`config.mk`:
```
export PLATFORM = sky130hd
export DESIGN_NAME = interrupt_sequencer
export DESIGN_NICKNAME = d
export VERILOG_FILES = /design/src/rtl/cpu6502_pkg.sv /design/src/rtl/nmi_edge_detect.sv /design/src/rtl/interrupt_sequencer.sv
export SDC_FILE = /design/constraint.sdc
export NUM_CORES = 1
export LEC_CHECK = 0
export BUFFER_PORTS_ARGS = -buffer_cell sky130_fd_sc_hd__buf_2
export CAP_MARGIN = 10
export CORE_UTILIZATION = 41
export DETAILED_ROUTE_END_ITERATION = 10
export GPL_ROUTABILITY_DRIVEN = 1
export HOLD_SLACK_MARGIN = 0.02
export PLACE_DENSITY_LB_ADDON = 0.2
export SYNTH_ARGS = -nofsm -noshare
export SYNTH_HDL_FRONTEND = slang
export SYNTH_SLANG_ARGS = --single-unit
```
`constraint.sdc`:
```
create_clock -name clk -period 2.4 [get_ports clk]
set_input_delay 0 -clock clk [delete_from_list [all_inputs] [get_ports clk]]
set_output_delay 0 -clock clk [all_outputs]
set_load 0.005 [all_outputs]
```
`src/rtl/cpu6502_pkg.sv`:
```
// ---------------------------------------------------------------------------
// cpu6502_pkg
// Shared types and constants for the 6502 interrupt/reset entry sequencer:
//   state_e  - sequencer FSM states
//   kind_e   - which entry is in progress (selects vector and pushed B bit)
//   DEF_*    - default stack page and vector low-byte addresses
//   STATUS_* - bit positions inside the P register
//   push_status() - P value as written to the stack on entry
// ---------------------------------------------------------------------------
package cpu6502_pkg;

  typedef enum logic [2:0] {
    ST_IDLE     = 3'd0,
    ST_PUSH_PCH = 3'd1,
    ST_PUSH_PCL = 3'd2,
    ST_PUSH_P   = 3'd3,
    ST_VEC_LO   = 3'd4,
    ST_VEC_HI   = 3'd5
  } state_e;

  typedef enum logic [1:0] {
    KIND_RESET = 2'd0,
    KIND_NMI   = 2'd1,
    KIND_IRQ   = 2'd2,
    KIND_BRK   = 2'd3
  } kind_e;

  localparam logic [7:0]  DEF_STACK_PAGE = 8'h01;
  localparam logic [15:0] DEF_NMI_VEC    = 16'hFFFA;
  localparam logic [15:0] DEF_RST_VEC    = 16'hFFFC;
  localparam logic [15:0] DEF_IRQ_VEC    = 16'hFFFE;

  localparam int STATUS_I_BIT = 2;
  localparam int STATUS_B_BIT = 4;
  localparam int STATUS_U_BIT = 5;

  // The unused bit always reads back as 1 on the stack; B tells the handler
  // whether it was entered by a BRK opcode or by a hardware request.
  function automatic logic [7:0] push_status(input logic [7:0] p, input logic is_brk);
    logic [7:0] r;
    r               = p;
    r[STATUS_U_BIT] = 1'b1;
    r[STATUS_B_BIT] = is_brk;
    return r;
  endfunction

endpackage

```
`src/rtl/nmi_edge_detect.sv`:
```
// ---------------------------------------------------------------------------
// nmi_edge_detect
// Latches a rising edge on nmi until the sequencer accepts it.
//   clk     in  system clock
//   rst     in  synchronous active-high reset
//   nmi     in  raw NMI request line
//   clear   in  NMI accepted this cycle
//   pending out latched NMI request
// A new edge in the same cycle as clear keeps the request pending, so an NMI
// arriving exactly as the previous one is taken is not lost.
// ---------------------------------------------------------------------------
module nmi_edge_detect (
  input  logic clk,
  input  logic rst,
  input  logic nmi,
  input  logic clear,
  output logic pending
);

  logic nmi_prev_q;
  logic pend_q;
  logic pend_d;

  always_comb begin
    pend_d = (nmi & ~nmi_prev_q) | (pend_q & ~clear);
  end

  // NOTE: registers are updated with non-blocking assignments so every flop
  // samples the pre-edge values, independent of statement order.
  always_ff @(posedge clk) begin
    if (rst) begin
      // prev starts high so an NMI line held high through reset is not an edge.
      nmi_prev_q <= 1'b1;
      pend_q     <= 1'b0;
    end else begin
      nmi_prev_q <= nmi;
      pend_q     <= pend_d;
    end
  end

  assign pending = pend_q;

endmodule

```
`src/rtl/interrupt_sequencer.sv`:
```
// ---------------------------------------------------------------------------
// interrupt_sequencer
// Drives the 6502 bus through reset, NMI, IRQ and BRK entry: pushes PCH, PCL
// and P to the stack page, fetches the 16-bit vector and loads it into the PC.
// Ports:
//   clk, rst           clock, synchronous active-high reset
//   nmi, irq, brk      requests (nmi edge, irq level, brk decoded opcode)
//   boundary           instruction boundary; the only cycle requests are taken
//   i_flag             status I bit (masks irq)
//   pc, sp, status     values to push / stack pointer
//   data_in            memory read data
//   busy               sequencer owns the bus
//   mem_addr, read_write, data_out   bus outputs
//   sp_dec, pc_load, set_i           one-cycle pulses to the datapath
//   pc_new             new PC, valid with pc_load
// ---------------------------------------------------------------------------
module interrupt_sequencer
  import cpu6502_pkg::*;
#(
  parameter logic [7:0]  STACK_PAGE = DEF_STACK_PAGE,
  parameter logic [15:0] NMI_VEC    = DEF_NMI_VEC,
  parameter logic [15:0] RST_VEC    = DEF_RST_VEC,
  parameter logic [15:0] IRQ_VEC    = DEF_IRQ_VEC
) (
  input  logic        clk,
  input  logic        rst,
  input  logic        nmi,
  input  logic        irq,
  input  logic        brk,
  input  logic        boundary,
  input  logic        i_flag,
  input  logic [15:0] pc,
  input  logic [7:0]  sp,
  input  logic [7:0]  status,
  input  logic [7:0]  data_in,
  output logic        busy,
  output logic [15:0] mem_addr,
  output logic        read_write,
  output logic [7:0]  data_out,
  output logic        sp_dec,
  output logic        pc_load,
  output logic [15:0] pc_new,
  output logic        set_i
);

  state_e      state_q, state_d;
  kind_e       kind_q, kind_d;
  logic [7:0]  vec_lo_q, vec_lo_d;
  logic        nmi_pend;
  logic        nmi_clear;

  // While rst is high the outputs already look like the first reset cycle,
  // so a reset in the middle of a push sequence suppresses that push at once.
  state_e      state_eff;
  kind_e       kind_eff;
  logic [15:0] vector;
  logic [15:0] stack_addr;

  assign state_eff  = rst ? ST_VEC_LO  : state_q;
  assign kind_eff   = rst ? KIND_RESET : kind_q;
  assign stack_addr = {STACK_PAGE, sp};

  nmi_edge_detect u_nmi_edge_detect (
    .clk     (clk),
    .rst     (rst),
    .nmi     (nmi),
    .clear   (nmi_clear),
    .pending (nmi_pend)
  );

  always_comb begin
    unique case (kind_eff)
      KIND_RESET: vector = RST_VEC;
      KIND_NMI:   vector = NMI_VEC;
      default:    vector = IRQ_VEC;
    endcase
  end

  // State register.
  always_ff @(posedge clk) begin
    if (rst) begin
      state_q  <= ST_VEC_LO;
      kind_q   <= KIND_RESET;
      vec_lo_q <= 8'h00;
    end else begin
      state_q  <= state_d;
      kind_q   <= kind_d;
      vec_lo_q <= vec_lo_d;
    end
  end

  // Next-state logic: arbitration at the boundary, then a fixed walk.
  always_comb begin
    // NOTE: every signal gets a default before the case so no path leaves it
    // unassigned, which would otherwise infer a latch.
    state_d   = state_q;
    kind_d    = kind_q;
    nmi_clear = 1'b0;
    vec_lo_d  = (state_eff == ST_VEC_LO) ? data_in : vec_lo_q;
    unique case (state_q)
      ST_IDLE: begin
        if (boundary) begin
          if (nmi_pend) begin
            kind_d    = KIND_NMI;
            state_d   = ST_PUSH_PCH;
            nmi_clear = 1'b1;
          end else if (irq & ~i_flag) begin
            kind_d  = KIND_IRQ;
            state_d = ST_PUSH_PCH;
          end else if (brk) begin
            kind_d  = KIND_BRK;
            state_d = ST_PUSH_PCH;
          end
        end
      end
      ST_PUSH_PCH: state_d = ST_PUSH_PCL;
      ST_PUSH_PCL: state_d = ST_PUSH_P;
      ST_PUSH_P:   state_d = ST_VEC_LO;
      ST_VEC_LO:   state_d = ST_VEC_HI;
      ST_VEC_HI:   state_d = ST_IDLE;
      default:     state_d = ST_IDLE;
    endcase
  end

  // Output logic: purely from state, kind and registered/datapath values.
  // sp has already been decremented by the time of the next push, so every
  // push uses the live sp.
  always_comb begin
    busy       = 1'b1;
    mem_addr   = 16'h0000;
    read_write = 1'b0;
    data_out   = 8'h00;
    sp_dec     = 1'b0;
    pc_load    = 1'b0;
    set_i      = 1'b0;
    unique case (state_eff)
      ST_IDLE: busy = 1'b0;
      ST_PUSH_PCH: begin
        mem_addr   = stack_addr;
        read_write = 1'b1;
        data_out   = pc[15:8];
        sp_dec     = 1'b1;
      end
      ST_PUSH_PCL: begin
        mem_addr   = stack_addr;
        read_write = 1'b1;
        data_out   = pc[7:0];
        sp_dec     = 1'b1;
      end
      ST_PUSH_P: begin
        mem_addr   = stack_addr;
        read_write = 1'b1;
        data_out   = push_status(status, kind_eff == KIND_BRK);
        sp_dec     = 1'b1;
      end
      ST_VEC_LO: mem_addr = vector;
      ST_VEC_HI: begin
        mem_addr = vector + 16'd1;
        pc_load  = 1'b1;
        set_i    = 1'b1;
      end
      default: busy = 1'b0;
    endcase
  end

  assign pc_new = {data_in, vec_lo_q};

endmodule

```
==> summary.md <==
| Metric | Value |
|---|---|
| Status | finished, final reports clean |
| Clock slew at reported path FFs | 0.09 ns |
| DIE AREA | 2810 µm² |
| Unrepaired setup endpoints after global routing | no |
| WL per Instance | 10.5 µm |
| Top post-synthesis cells by count | 18 x buf_4, 18 x nor2_1, 15 x dfxtp_1 |
| Tmin final | 1.99 ns |
| Dominant cell type by area after synthesis | dfxtp_1 |
| Critical Path Slowest Stage Cell | dfxtp_1 |
| Root buffer cell | clkbuf_4 |
| TritonCTS clock tree | built |
| Worst setup margin | 0.407 ns |
| Slew headroom | 0.458 |
| DRT antenna net count | 0 |
| Initial core utilization | 0.431 |
| Min Hold Slack | 0.0869 ns |
| Seq/Total Area, Yosys | 0.281 |
| CP Capture Type | output pin |
| Crit-path cells | nor2b_1 > nand2_1 > a31oi_1 > buf_2 |
| # DRC | 0 |
| Htree depth | 1 |
| Area Overhead vs Synth | 40.6% |
| Post-DP HPWL | 1920 µm |
| Synth unique cells | 37 |
| Async SR Flop Fraction | 0 |
| CP startpoint kind | flop |
| Number of synthesized register bits | 15 |
| Number of max-cap violations | 0 |
| Cell Rows | 18 |
| CTS Buf Count | 3 |
| Clock buffer depth | 2 |
| Switching pwr | 0.212 mW |
| Post-synth EDFFs | 0 |
| CTS Sinks | 15 |
| Slew of the pin with the lowest slew margin | 0.810 ns |
| Worst path max stage delay | 0.79 ns |
| Global Route Usage Sum | 0.181 |
| Vias in the first global route | 913 |
| Met1 Track Usage GR | 0.231 |
| GRT busiest layer | met2 |
| Diodes inserted | 0 |
| Multi-input combinational cell area | 578 µm² |
| Max IR drop VDD | 0.520 mV |
| Switching Share | 0.312 |
| Share of cells above drive strength 1 | 0.512 |
| Largest net degree at the start of global routing | 22 |
| Crit Path Max Fanout | 20 |
| Crit path required time | 2.40 ns |
| Fmax | 502 MHz |
| Max-slew violation total from the final report | 0 |
| Pleak | 0.783 nW |
| Port Buffers | 89 |
| Met2 usage | 0.310 |
| Register Area | 300 µm² |
| Top area cells in the synthesized netlist | dfxtp_1 28%, buf_4 13%, mux2i_1 7.5% |
| Vias/cell | 4.79 |
| Mapped Nets | 173 |
| WS Path Type | reg2out |
| Final hold violation count | 0 |
| Clk_lat worst skew | 0.28 ns |
| Initial antenna violation count | 0 |
| Vias | 1116 |
| Number of DRC markers in iteration 0 | 19 |
| Place WS | 0.620 ns |
| Sequential Power Share | 0.445 |
| First-pass DRT Iterations | 6 |
| Comb pwr share | 0.345 |
| Die Wd | 53.0 µm |
| Post-CTS setup buffer count | 0 |
| # IOs | 92 |
| Met3 Track Usage GR | 0.0374 |
| Worst Skew | 0.00113 ns |
| CP arrival | 1.99 ns |
| Total wire length | 2450 µm |
| Clock power frac | 0.210 |
| Synth warnings | 0 |
| Power density cells | 455 nW/µm² |
| Endpoints failing setup | 0 |
| Internal power | 0.469 mW |
| Final #Nets | 251 |
| Number of fill cells in the layout | 237 |
| First-pass GRT wire length | 3820 µm |
| Mapped cell area | 1070 µm² |
| Die Span Y | 53.0 µm |
| Hold Crit Class | in2reg |
| Top cell type's share of synthesized area | 0.281 |
| Core Box Area | 2480 µm² |
| Mapped Cells | 126 |
| GPL Wtd Cong | 0.798 |
| Final setup TNS | 0 ns |
| Syn avg cell area | 8.47 µm² |
| Period utilisation layout | 0.830 |
| Top FF cell, synth | dfxtp_1 |
| Total gr overflow | 0 |
[timing repair]
action,4_1_cts,5_1_grt
hold buffers,10,0
resized for setup,0,0
endpoints found under the hold margin,10,0
[cell families (layout without fill, tap and decap cells)]
group,after synthesis,in the layout,synth area share
mux,14,14,0.138
xor+xnor,1,1,0.00821
flops,15,15,0.281
buf+inv,29,106,0.182
compound gates,26,26,0.175
simple gates,41,41,0.216
[layer usage]
layer  vias to the layer above  share of wire
met5                         -              0
li1                        577              -
met4                         0         0.0049
met3                         2          0.065
met2                        48           0.52
met1                       489           0.41
[sequential cells by signal, indices dropped and copies added, names as in the netlist]
signal / cells
vec_lo_q: 8
state_q: 3
kind_q: 2
u_nmi_edge_detect.nmi_prev_q: 1
u_nmi_edge_detect.pending: 1
[worst max-delay path: cells and delay by family, from the launching register on]
kind	cells	cell delay, ns
and+or+nand+nor	2	0.60
buffers and inverters	1	0.14
AOI/OAI and AO/OA	1	0.18
DFF	1	0.79
[layout by cell type (no fill, tap or decap), types with 2 or more instances in the layout]
master and count:
a21o_1 7, nand2b_1 2, mux2i_1 8, dfxtp_1 15
buf_2 89, nor3_1 2, nand2_1 3, inv_1 3
nor2b_1 4, a22oi_1 6, nor2_1 18, mux2_2 6
dlygate4sd3_1 10, o21bai_1 2, clkbuf_4 3, o21ai_0 2
or2_2 2, a21oi_1 2
[cell type report]
| cell class | count | share of cell area |
|---|---|---|
| Timing Repair Buffer | 99 | 0.364 |
| Clock buffer | 3 | 0.0150 |
| Inverter | 3 | 0.00751 |
| Multi-Input combinational cell | 82 | 0.385 |
| Clock inverter | 1 | 0.00334 |
| Sequential cell | 15 | 0.200 |
| Tap cell | 30 | 0.0250 |
[through the flow]
stage | util | area (µm²) | power (mW) | cells
after global placement | 0.554 | 1370 | 0.528 | 219
after global routing | 0.606 | 1500 | 0.739 | 233
after CTS | 0.606 | 1500 | 0.689 | 233
final | 0.606 | 1500 | 0.682 | 233
after detailed placement | 0.554 | 1370 | 0.534 | 219
after floorplan | - | 1070 | 0.467 | 126
[power groups by stage]
stage                     Clock [mW]  Sequential [mW]  Combinational [mW]
after floorplan                    0            0.294               0.174
after global placement             0            0.307               0.220
after detailed placement           0            0.309               0.225
after CTS                      0.148            0.303               0.238
after global routing           0.163            0.308               0.268
final                          0.143            0.304               0.235
[path summary, 6_finish.rpt]
kind / start / endpoint / slack, ns / depth (start not counted)
worst max-delay path: state_q[1] / data_out[4] / 0.41 / 4
worst min-delay path: rst / vec_lo_q[3] / 0.09 / 2
worst max register to register: state_q[1] / vec_lo_q[4] / 0.64 / 3
worst min register to register: u_nmi_edge_detect.pending / kind_q[1] / 0.49 / 1
(Power assumes the default switching activity.)
